`src/rtl/vga_frame_timer_if.sv`:
```
// vga_frame_timer_if: timing/game-strobe bundle between the VGA frame timer
// and its consumers.
//   pause      : asynchronous pause switch (consumer -> timer)
//   p_tick     : one-clk pixel strobe every CLK_DIV clks
//   x, y       : pixel / line counters
//   video_on   : visible-area flag
//   hsync/vsync: active-low sync pulses
//   frame_tick : one-clk game-update strobe per unpaused frame
//   frame_cnt  : count of issued frame_tick pulses (wraps)
//   paused     : pause state latched at frame start
interface vga_frame_timer_if;
  logic       pause;
  logic       p_tick;
  logic [9:0] x;
  logic [9:0] y;
  logic       video_on;
  logic       hsync;
  logic       vsync;
  logic       frame_tick;
  logic [7:0] frame_cnt;
  logic       paused;

  modport master (
    input  pause,
    output p_tick, x, y, video_on, hsync, vsync, frame_tick, frame_cnt, paused
  );

  modport slave (
    output pause,
    input  p_tick, x, y, video_on, hsync, vsync, frame_tick, frame_cnt, paused
  );
endinterface

```
`src/rtl/vga_frame_timer.sv`:
```
// vga_frame_timer: 640x480@60 VGA timing generator with a frame-aligned,
// pausable game-update strobe.
//   clk_100MHz : block clock
//   reset      : asynchronous active-low reset
//   bus        : vga_frame_timer_if master (pause in; timing/strobes out)
// Display timing never stops; pause only gates frame_tick/frame_cnt.
module vga_frame_timer #(
  parameter int unsigned CLK_DIV   = 4,
  parameter int unsigned H_DISPLAY = 640,
  parameter int unsigned H_FRONT   = 16,
  parameter int unsigned H_SYNC    = 96,
  parameter int unsigned H_BACK    = 48,
  parameter int unsigned V_DISPLAY = 480,
  parameter int unsigned V_FRONT   = 10,
  parameter int unsigned V_SYNC    = 2,
  parameter int unsigned V_BACK    = 33
) (
  input  logic              clk_100MHz,
  input  logic              reset,
  vga_frame_timer_if.master bus
);

  localparam int unsigned H_TOTAL = H_DISPLAY + H_FRONT + H_SYNC + H_BACK;
  localparam int unsigned V_TOTAL = V_DISPLAY + V_FRONT + V_SYNC + V_BACK;
  localparam int unsigned DIV_W   = (CLK_DIV > 1) ? $clog2(CLK_DIV) : 1;

  localparam logic [DIV_W-1:0] DIV_LAST = DIV_W'(CLK_DIV - 1);
  localparam logic [9:0] X_LAST  = 10'(H_TOTAL - 1);
  localparam logic [9:0] Y_LAST  = 10'(V_TOTAL - 1);
  localparam logic [9:0] X_VIS   = 10'(H_DISPLAY);
  localparam logic [9:0] Y_VIS   = 10'(V_DISPLAY);
  localparam logic [9:0] X_HS_LO = 10'(H_DISPLAY + H_FRONT);
  localparam logic [9:0] X_HS_HI = 10'(H_DISPLAY + H_FRONT + H_SYNC - 1);
  localparam logic [9:0] Y_VS_LO = 10'(V_DISPLAY + V_FRONT);
  localparam logic [9:0] Y_VS_HI = 10'(V_DISPLAY + V_FRONT + V_SYNC - 1);

  logic [DIV_W-1:0] r_div;
  logic             r_p_tick;
  logic [9:0]       r_x;
  logic [9:0]       r_y;
  logic             r_video_on;
  logic             r_hsync;
  logic             r_vsync;
  logic             r_sync1;
  logic             r_sync2;
  logic             r_paused;
  logic             r_frame_tick;
  logic [7:0]       r_frame_cnt;

  logic [DIV_W-1:0] w_div_next;
  logic [9:0]       w_x_next;
  logic [9:0]       w_y_next;
  logic             w_frame_start;
  logic             w_tick_point;
  logic             w_issue_tick;

  always_comb begin
    w_div_next = (r_div == DIV_LAST) ? '0 : r_div + DIV_W'(1);
    w_x_next   = r_x;
    w_y_next   = r_y;
    if (r_p_tick) begin
      if (r_x == X_LAST) begin
        w_x_next = '0;
        w_y_next = (r_y == Y_LAST) ? '0 : r_y + 10'd1;
      end else begin
        w_x_next = r_x + 10'd1;
      end
    end
    // Gated by p_tick: after reset the counters sit at (0,0) without having
    // stepped there, which must not count as a frame start.
    w_frame_start = r_p_tick && (w_x_next == '0) && (w_y_next == '0);
    w_tick_point  = r_p_tick && (w_x_next == '0) && (w_y_next == Y_VIS);
    w_issue_tick  = w_tick_point && !r_paused;
  end

  // Derived outputs are registered from the next-position values so they
  // change on the same edge as x/y.
  always_ff @(posedge clk_100MHz or negedge reset) begin
    if (!reset) begin
      r_div      <= '0;
      r_p_tick   <= 1'b0;
      r_x        <= '0;
      r_y        <= '0;
      r_video_on <= 1'b1;
      r_hsync    <= 1'b1;
      r_vsync    <= 1'b1;
    end else begin
      r_div      <= w_div_next;
      r_p_tick   <= (w_div_next == DIV_LAST);
      r_x        <= w_x_next;
      r_y        <= w_y_next;
      r_video_on <= (w_x_next < X_VIS) && (w_y_next < Y_VIS);
      r_hsync    <= !((w_x_next >= X_HS_LO) && (w_x_next <= X_HS_HI));
      r_vsync    <= !((w_y_next >= Y_VS_LO) && (w_y_next <= Y_VS_HI));
    end
  end

  always_ff @(posedge clk_100MHz or negedge reset) begin
    if (!reset) begin
      r_sync1      <= 1'b0;
      r_sync2      <= 1'b0;
      r_paused     <= 1'b0;
      r_frame_tick <= 1'b0;
      r_frame_cnt  <= '0;
    end else begin
      r_sync1      <= bus.pause;
      r_sync2      <= r_sync1;
      if (w_frame_start) begin
        r_paused <= r_sync2;
      end
      r_frame_tick <= w_issue_tick;
      if (w_issue_tick) begin
        r_frame_cnt <= r_frame_cnt + 8'd1;
      end
    end
  end

  assign bus.p_tick     = r_p_tick;
  assign bus.x          = r_x;
  assign bus.y          = r_y;
  assign bus.video_on   = r_video_on;
  assign bus.hsync      = r_hsync;
  assign bus.vsync      = r_vsync;
  assign bus.frame_tick = r_frame_tick;
  assign bus.frame_cnt  = r_frame_cnt;
  assign bus.paused     = r_paused;

endmodule

```
`src/flat_wrapper.sv`:
```
// flat-port wrapper written by rule: the top's interface ports become plain ports
module vga_frame_timer_flat 
#(
  parameter int unsigned CLK_DIV   = 4,
  parameter int unsigned H_DISPLAY = 640,
  parameter int unsigned H_FRONT   = 16,
  parameter int unsigned H_SYNC    = 96,
  parameter int unsigned H_BACK    = 48,
  parameter int unsigned V_DISPLAY = 480,
  parameter int unsigned V_FRONT   = 10,
  parameter int unsigned V_SYNC    = 2,
  parameter int unsigned V_BACK    = 33
)
  (clk_100MHz, reset, bus_pause, bus_p_tick, bus_x, bus_y, bus_video_on, bus_hsync, bus_vsync, bus_frame_tick, bus_frame_cnt, bus_paused);
  vga_frame_timer_if bus_i ();
  input  logic clk_100MHz;
  input  logic reset;
  input wire logic [$bits(bus_i.pause)-1:0] bus_pause;
  output wire logic [$bits(bus_i.p_tick)-1:0] bus_p_tick;
  output wire logic [$bits(bus_i.x)-1:0] bus_x;
  output wire logic [$bits(bus_i.y)-1:0] bus_y;
  output wire logic [$bits(bus_i.video_on)-1:0] bus_video_on;
  output wire logic [$bits(bus_i.hsync)-1:0] bus_hsync;
  output wire logic [$bits(bus_i.vsync)-1:0] bus_vsync;
  output wire logic [$bits(bus_i.frame_tick)-1:0] bus_frame_tick;
  output wire logic [$bits(bus_i.frame_cnt)-1:0] bus_frame_cnt;
  output wire logic [$bits(bus_i.paused)-1:0] bus_paused;
  assign bus_i.pause = bus_pause;
  assign bus_p_tick = bus_i.p_tick;
  assign bus_x = bus_i.x;
  assign bus_y = bus_i.y;
  assign bus_video_on = bus_i.video_on;
  assign bus_hsync = bus_i.hsync;
  assign bus_vsync = bus_i.vsync;
  assign bus_frame_tick = bus_i.frame_tick;
  assign bus_frame_cnt = bus_i.frame_cnt;
  assign bus_paused = bus_i.paused;
  vga_frame_timer #(.CLK_DIV(CLK_DIV), .H_DISPLAY(H_DISPLAY), .H_FRONT(H_FRONT), .H_SYNC(H_SYNC), .H_BACK(H_BACK), .V_DISPLAY(V_DISPLAY), .V_FRONT(V_FRONT), .V_SYNC(V_SYNC), .V_BACK(V_BACK)) u_core (.clk_100MHz(clk_100MHz), .reset(reset), .bus(bus_i));
endmodule
```
`config.mk`:
```
export PLATFORM = sky130hd
export DESIGN_NAME = vga_frame_timer_flat
export DESIGN_NICKNAME = d
export VERILOG_FILES = /design/src/rtl/vga_frame_timer_if.sv /design/src/rtl/vga_frame_timer.sv /design/src/flat_wrapper.sv
export SDC_FILE = /design/constraint.sdc
export NUM_CORES = 1
export LEC_CHECK = 0
export BUFFER_PORTS_ARGS = -buffer_cell sky130_fd_sc_hd__buf_2
export CELL_PAD_IN_SITES_DETAIL_PLACEMENT = 1
export CELL_PAD_IN_SITES_GLOBAL_PLACEMENT = 2
export CORE_ASPECT_RATIO = 0.7
export CORE_MARGIN = 4
export CORE_UTILIZATION = 31
export DETAILED_ROUTE_END_ITERATION = 8
export PLACE_DENSITY = 0.75
export SYNTH_ARGS = -nofsm -noshare
export SYNTH_HDL_FRONTEND = slang
export SYNTH_SLANG_ARGS = --single-unit
```
`constraint.sdc`:
```
create_clock -name clk_100MHz -period 2.9 [get_ports clk_100MHz]
set_clock_uncertainty 0.05 [all_clocks]
set_input_delay 0.58 -clock clk_100MHz [delete_from_list [all_inputs] [get_ports clk_100MHz]]
set_output_delay 0.58 -clock clk_100MHz [all_outputs]
set_load 0.02 [all_outputs]
```
==> flow_summary.ini, run 1 <==
[outcome]
status = finished, violations left
violations = negative setup slack

[sta]
max_slew_margin_pct = 41.73
setup_viol = 2
finalMaxSlewViolations = 0
worst-slew-pin-transition_ps = 874.1
max_freq_mhz = 340.9
hold_slack_ps = 300.2
hold_viol = 0
finalCritPeriodShare_pct = 101.1
layout_setup_ws_ps = -33.20
rsz0062_at_grt = yes
period_minus_slack_ps = 2933

[detailed_routing]
dr_wl_met3_um = 232
finalWirelength_um = 6781
dr.pass1.iters = 4
drc_errors = 0
highest_layer = met4
route.met2.wl_um = 2917
viasPerCell = 5.036
drt_iter0_drc = 121
wl_per_cell_um = 17.30
vias = 1974
ant_nets = 0
wl_met1_um = 3612

[clock_tree]
cts_root_buffer = clkbuf_8
clock-sinks = 38
cts_max_level = 2
cts_tree = done
clock_path_buffers = 2
cts_buffers = 5
ctsHoldBuffers = 0
clk_pin_slew_ps = 80
clock_latency_ps = 290

[setup_path]
worstPathArrival_ps = 3070
cp.required_ps = 3040
worstSetupPathType = flop to flop
cp-end-kind = flop
crit_path_max_fanout = 5
start_kind = flop

[floorplanning]
fp.dieH_um = 76.81
rows = 24
die-area_um2 = 8165
core_um2 = 6396
initial_core_util_pct = 32.79
pin_count = 37
die_w_um = 106.3

[cells_and_area]
final_common_cell = buf_4
layout-drive-gt1-share_pct = 44.52
syn2layout_area_growth_pct = 43.56
nets = 310
layout.cells.most_common_list = 50 x buf_4, 36 x buf_2, 30 x dfrtp_1, 14 x nand2_1, 13 x inv_1
nFillCells = 761
antennaDiodeCount = 0

[yosys]
synth-seq-area-share_pct = 45.53
synth.avg_cell_area_um2 = 9.664
yosys_warnings = 0
ys_types = 49
synth_top_cell_by_area = dfrtp_1
syn_inst = 217
synth_area_leaders = dfrtp_1 42%, dfstp_2 3.8%, xor2_1 3.8%, ha_1 3.6%, xnor2_1 3.3%
postSynthNetCount = 226
ys_ff_latch = 38
synth-edff-count = 0
synthArstFlopShare_pct = 100.0
synth-main-ff-cell = dfrtp_1
synth.top_cell.area_share_pct = 41.77
syn_area_um2 = 2097

[placement]
place_ws_ps = -161.2
hpwl_um = 5079
gp_congestion = 0.7801
portBuffers = 36

[grt]
grt_max_degree = 39
grt_use_total_pct = 17.17
overflow = 0
grt_pass1_vias = 2101
antenna_found_initial = 0
grt_first_pass_wirelength_um = 11250

[power_and_ir_drop]
total_leakage_power_nw = 1.443
p_per_area_nw_per_um2 = 296.8
vdd_drop_max_uv = 142.8

[min_path]
hold_class = flop to flop

[run]
max_cap_viol_count = 0
## layer usage
metal	vias to the layer above	track usage [%]
li1	961	-
met1	974	26.52
met2	37	24.34
met3	2	3.775
met4	0	3.493
met5	-	0
## registers in the layout, summed over array words and instances, names as in the netlist
signal	count
u_core.r_div	2
u_core.bus.video_on	1
u_core.bus.p_tick	1
u_core.bus.frame_tick	1
u_core.bus.x	10
u_core.r_sync2	1
u_core.bus.hsync	1
u_core.bus.paused	1
u_core.bus.vsync	1
u_core.bus.frame_cnt	8
u_core.bus.y	10
u_core.r_sync1	1
## path summary, 6_finish.rpt
path	cells past startpoint	end	start	slack, ps
max	8	u_core.bus.frame_cnt[1]	u_core.bus.x[7]	-30
min	0	u_core.r_sync2	u_core.r_sync1	300
max reg2reg	8	u_core.bus.frame_cnt[1]	u_core.bus.x[7]	-30
min reg2reg	0	u_core.r_sync2	u_core.r_sync1	300
max in group asynchronous	1	u_core.bus.x[0]	reset	1840
min in group asynchronous	1	u_core.bus.x[6]	reset	350
## cells in the mapped netlist, types with 2 or more instances
library cell and n:
inv_1 15, or2_2 3, and2_1 4, or3_1 7, nor3_1 12, and3_1 3
a31oi_1 2, nand3_1 12, a21oi_1 6, xnor2_1 8, nor2_1 9, nand4_1 8
o211ai_1 5, ha_1 6, o31ai_1 5, xor2_1 9, clkbuf_1 6, o21ai_0 7
or4_1 3, nor4_1 4, nand4bb_1 2, dfrtp_1 35, nand2_1 14, buf_2 2
dfstp_2 3, a211oi_1 4
## area by class of cell
cell class / count / area [um2] / area share [%]
Inverter: 15 / 56.30 / 1.870
Clock buffer: 5 / 68.82 / 2.286
Timing Repair Buffer: 87 / 566.8 / 18.83
Clock inverter: 2 / 10.01 / 0.3325
Multi-Input combinational cell: 154 / 1234 / 40.98
Sequential cell: 38 / 960.9 / 31.92
Tap cell: 91 / 113.9 / 3.782
## power by group
part	total, W	internal (W)	switching, W
Sequential	0.000532	0.000531	0.000000557
Clock	0.000351	0.000162	0.000189
Combinational	0.0000113	0.000000974	0.0000103
Total	0.000894	0.000694	0.000200
## critical path, cell delays in order, from the launching register on
cell and delay [ps]:
dfrtp_1 380, or3b_4 400, or3_4 350, or4_4 490
a222oi_1 320, buf_4 190, nand3_4 120, nor3_4 210
mux2_4 310
## metrics by stage
stage                     cell area (um2)  TNS, ps  power (W)  instances  utilization (%)
final                                3010   -33.63  0.0008936        392            47.07
after global routing                 3010    -1015  0.0009385        392            47.07
after CTS                            2915   -187.3  0.0009090        388            45.58
after detailed placement             2738   -835.2  0.0005545        381            42.80
after global placement               2738   -357.5  0.0005541        381            42.80
after floorplan                      2148   -388.1  0.0005417        217                -
## kinds of logic after synthesis
kind of cell / share of synthesized area (%)
xor+xnor: 7.101
mux: 1.551
compound gates: 12.41
fa+ha+maj: 3.580
simple gates: 24.70
buf+inv: 5.131
flops: 45.53
## repair_timing
action | CTS | global route
pin swaps | 10 | 11
gates resized for setup | 17 | 13
buffers inserted | 0 | 4
endpoints found under the setup margin | 9 | 10
(Power assumes the default switching activity.)
==> inputs of run 2 (changes only) <==
--- a/config.mk
+++ b/config.mk
@@ -10,9 +10,9 @@
 export CELL_PAD_IN_SITES_GLOBAL_PLACEMENT = 2
 export CORE_ASPECT_RATIO = 0.7
 export CORE_MARGIN = 4
-export CORE_UTILIZATION = 31
+export CORE_UTILIZATION = 34
 export DETAILED_ROUTE_END_ITERATION = 8
-export PLACE_DENSITY = 0.75
+export PLACE_DENSITY = 0.78
 export SYNTH_ARGS = -nofsm -noshare
 export SYNTH_HDL_FRONTEND = slang
 export SYNTH_SLANG_ARGS = --single-unit
==> constraint.sdc (replaced) <==
create_clock -name clk_100MHz -period 3.2 [get_ports clk_100MHz]
set_clock_uncertainty 0.05 [all_clocks]
set_input_delay 0.64 -clock clk_100MHz [delete_from_list [all_inputs] [get_ports clk_100MHz]]
set_output_delay 0.64 -clock clk_100MHz [all_outputs]
set_load 0.02 [all_outputs]
==> run 2 against run 1 <==
- the run now ends clean
- sequential cell count did not move
- die area fell by 8.1%
- worst hold slack improved by 7.0 ps
- utilization fell by 0.22 points
- global-route usage rose by 0.72 points
- sequential share of layout area rose by 3.1 points
- clock power rose by 9.4%
- non-clock buffer count fell by 17
- power fell by 2.0%
==> flow_summary.ini, run 2 (synthesized netlist as in run 1, its figures left out) <==
[cells_and_area]
seqCellArea_um2 = 957.2
layout-drive-gt1-share_pct = 34.39
syn2layout_area_growth_pct = 30.49
multi_input_area_um2 = 1084
layout.cells.most_common_list = 36 x buf_2, 34 x buf_4, 33 x dfrtp_1, 15 x inv_1, 14 x nand2_1
nFillCells = 707
antennaDiodeCount = 0
nets = 293
post-route-cell-area_um2 = 2736
final_common_cell = buf_2

[setup_path]
start_kind = flop
worstPathArrival_ps = 3210
max_stage_delay_ps = 590
slowest_stage = or4_1
cp-end-kind = flop
path_delay_family = simple AND/OR/NAND/NOR gates
worst-path-buf-inv = 1
cp.required_ps = 3320
worstSetupPathType = flop to flop
path_cells = ha_2 > nand3_1 > or4_1 > or3_1 > a222oi_1 > buf_4 > nand3_4 > nor3_4 > mux2_1
crit_path_max_fanout = 8

[floorplanning]
pin_count = 37
core_um2 = 5842
fp.dieH_um = 73.71
rows = 23
initial_core_util_pct = 35.90
die_w_um = 101.9
die-area_um2 = 7508

[sta]
setup_viol = 0
period_minus_slack_ps = 3095
hold_viol = 0
finalMaxSlewViolations = 0
max_slew_margin_pct = 43.43
worst-slew-pin-transition_ps = 848.6
finalCritPeriodShare_pct = 96.73
max_freq_mhz = 323.1
layout_setup_ws_ps = 104.8

[placement]
gp_congestion = 0.8083
portBuffers = 36
hpwl_um = 4771
place_area_um2 = 2565
place_ws_ps = 57.83

[grt]
overflow = 0
grt_use_total_pct = 17.89
grt_max_degree = 39
grt_pass1_vias = 1937
grt_first_pass_wirelength_um = 10280
antenna_found_initial = 0

[power_and_ir_drop]
power.switching_w = 0.0001761
seq_power_share_pct = 55.0
total_leakage_power_nw = 1.289
clkPwrFrac_pct = 43.9
vdd_drop_max_uv = 138.0
totalPowerFinal_w = 0.0008759
p_int_w = 0.0006998
combPwrFrac_pct = 1.1
p_sw_share_pct = 20.10
p_per_area_nw_per_um2 = 320.1

[clock_tree]
cts_root_buffer = clkbuf_8
clk_pin_slew_ps = 80
ctsHoldBuffers = 0
clock_latency_ps = 290
cts_buffers = 5
clock_path_buffers = 2
cts_max_level = 2
cts_tree = done
clock-sinks = 38

[outcome]
status = complete, no violations

[detailed_routing]
drt_iter0_drc = 84
viasPerCell = 5.419
dr.pass1.iters = 4
ant_nets = 0
wl_per_cell_um = 17.42
finalWirelength_um = 6271
vias = 1951
drc_errors = 0

[run]
max_cap_viol_count = 0

[min_path]
hold_class = flop to flop
[run 2: cell count changes in the layout (fill, tap and decap cells not counted), moves of 3 or more]
| cell | delta |
|---|---|
| dfrtp_1 | +3 |
| buf_4 | -16 |
| clkbuf_8 | +3 |
| dfrtp_2 | -3 |
| nor3_4 | -3 |
| nor3_1 | +3 |
[run 2: area by class of cell]
class,instances,area share [%]
sequential,38,34.98
multi-input combinational,154,39.60
clock buffer,8,4.024
timing repair buffer,70,15.91
tap,75,3.429
inverter,15,2.058
[run 2: power groups by stage]
| stage | Combinational, W | Sequential (W) | Clock, W |
|---|---|---|---|
| 4_1_cts | 0.0000113 | 0.000481 | 0.000400 |
| 3_5_place_dp | 0.0000113 | 0.000491 | 0 |
| 2_1_floorplan | 0.0000000101 | 0.000491 | 0 |
| 6_report | 0.0000100 | 0.000482 | 0.000384 |
| 5_1_grt | 0.0000125 | 0.000482 | 0.000432 |
| 3_3_place_gp | 0.0000111 | 0.000491 | 0 |
[run 2: final timing paths]
path	endpoint	start	cells past startpoint	slack, ps
hold reg to reg	u_core.r_sync2	u_core.r_sync1	0	310
setup reg to reg	u_core.bus.frame_cnt[1]	u_core.bus.x[0]	9	100
hold / removal	u_core.r_sync2	u_core.r_sync1	0	310
setup / recovery	u_core.bus.frame_cnt[1]	u_core.bus.x[0]	9	100
min in group asynchronous	u_core.bus.y[3]	reset	1	400
max in group asynchronous	u_core.bus.x[1]	reset	1	2100
[run 2: per-layer routing]
metal  part of all wire, %  wire, um  global-route usage, %  vias to the layer above
met2                    41      2571                  24.20                       65
met1                    51      3209                  28.27                      957
met5                     0         0                      0                        -
met4                  0.94        59                  3.785                        0
met3                   6.9       430                  4.459                        8
li1                      -         -                      -                      921
[run 2: through the flow]
| stage | instances | utilization (%) | hold WS (ps) | setup TNS [ps] |
|---|---|---|---|---|
| floorplan | 217 | - | 281.2 | 0 |
| global placement | 350 | 43.91 | 282.3 | 0 |
| detailed placement | 350 | 43.91 | 291.0 | 0 |
| CTS | 358 | 45.79 | 309.2 | 0 |
| global route | 360 | 46.84 | 321.6 | -204.1 |
| finish | 360 | 46.84 | 307.2 | 0 |
[run 2: timing repair]
item / in CTS / in global routing
pin swaps: 2 / 2
cloned: 0 / 0
hold endpoints to repair: 0 / 0
buffers inserted: 0 / 2
setup endpoints to repair: 3 / 10
gates resized for setup: 0 / 7
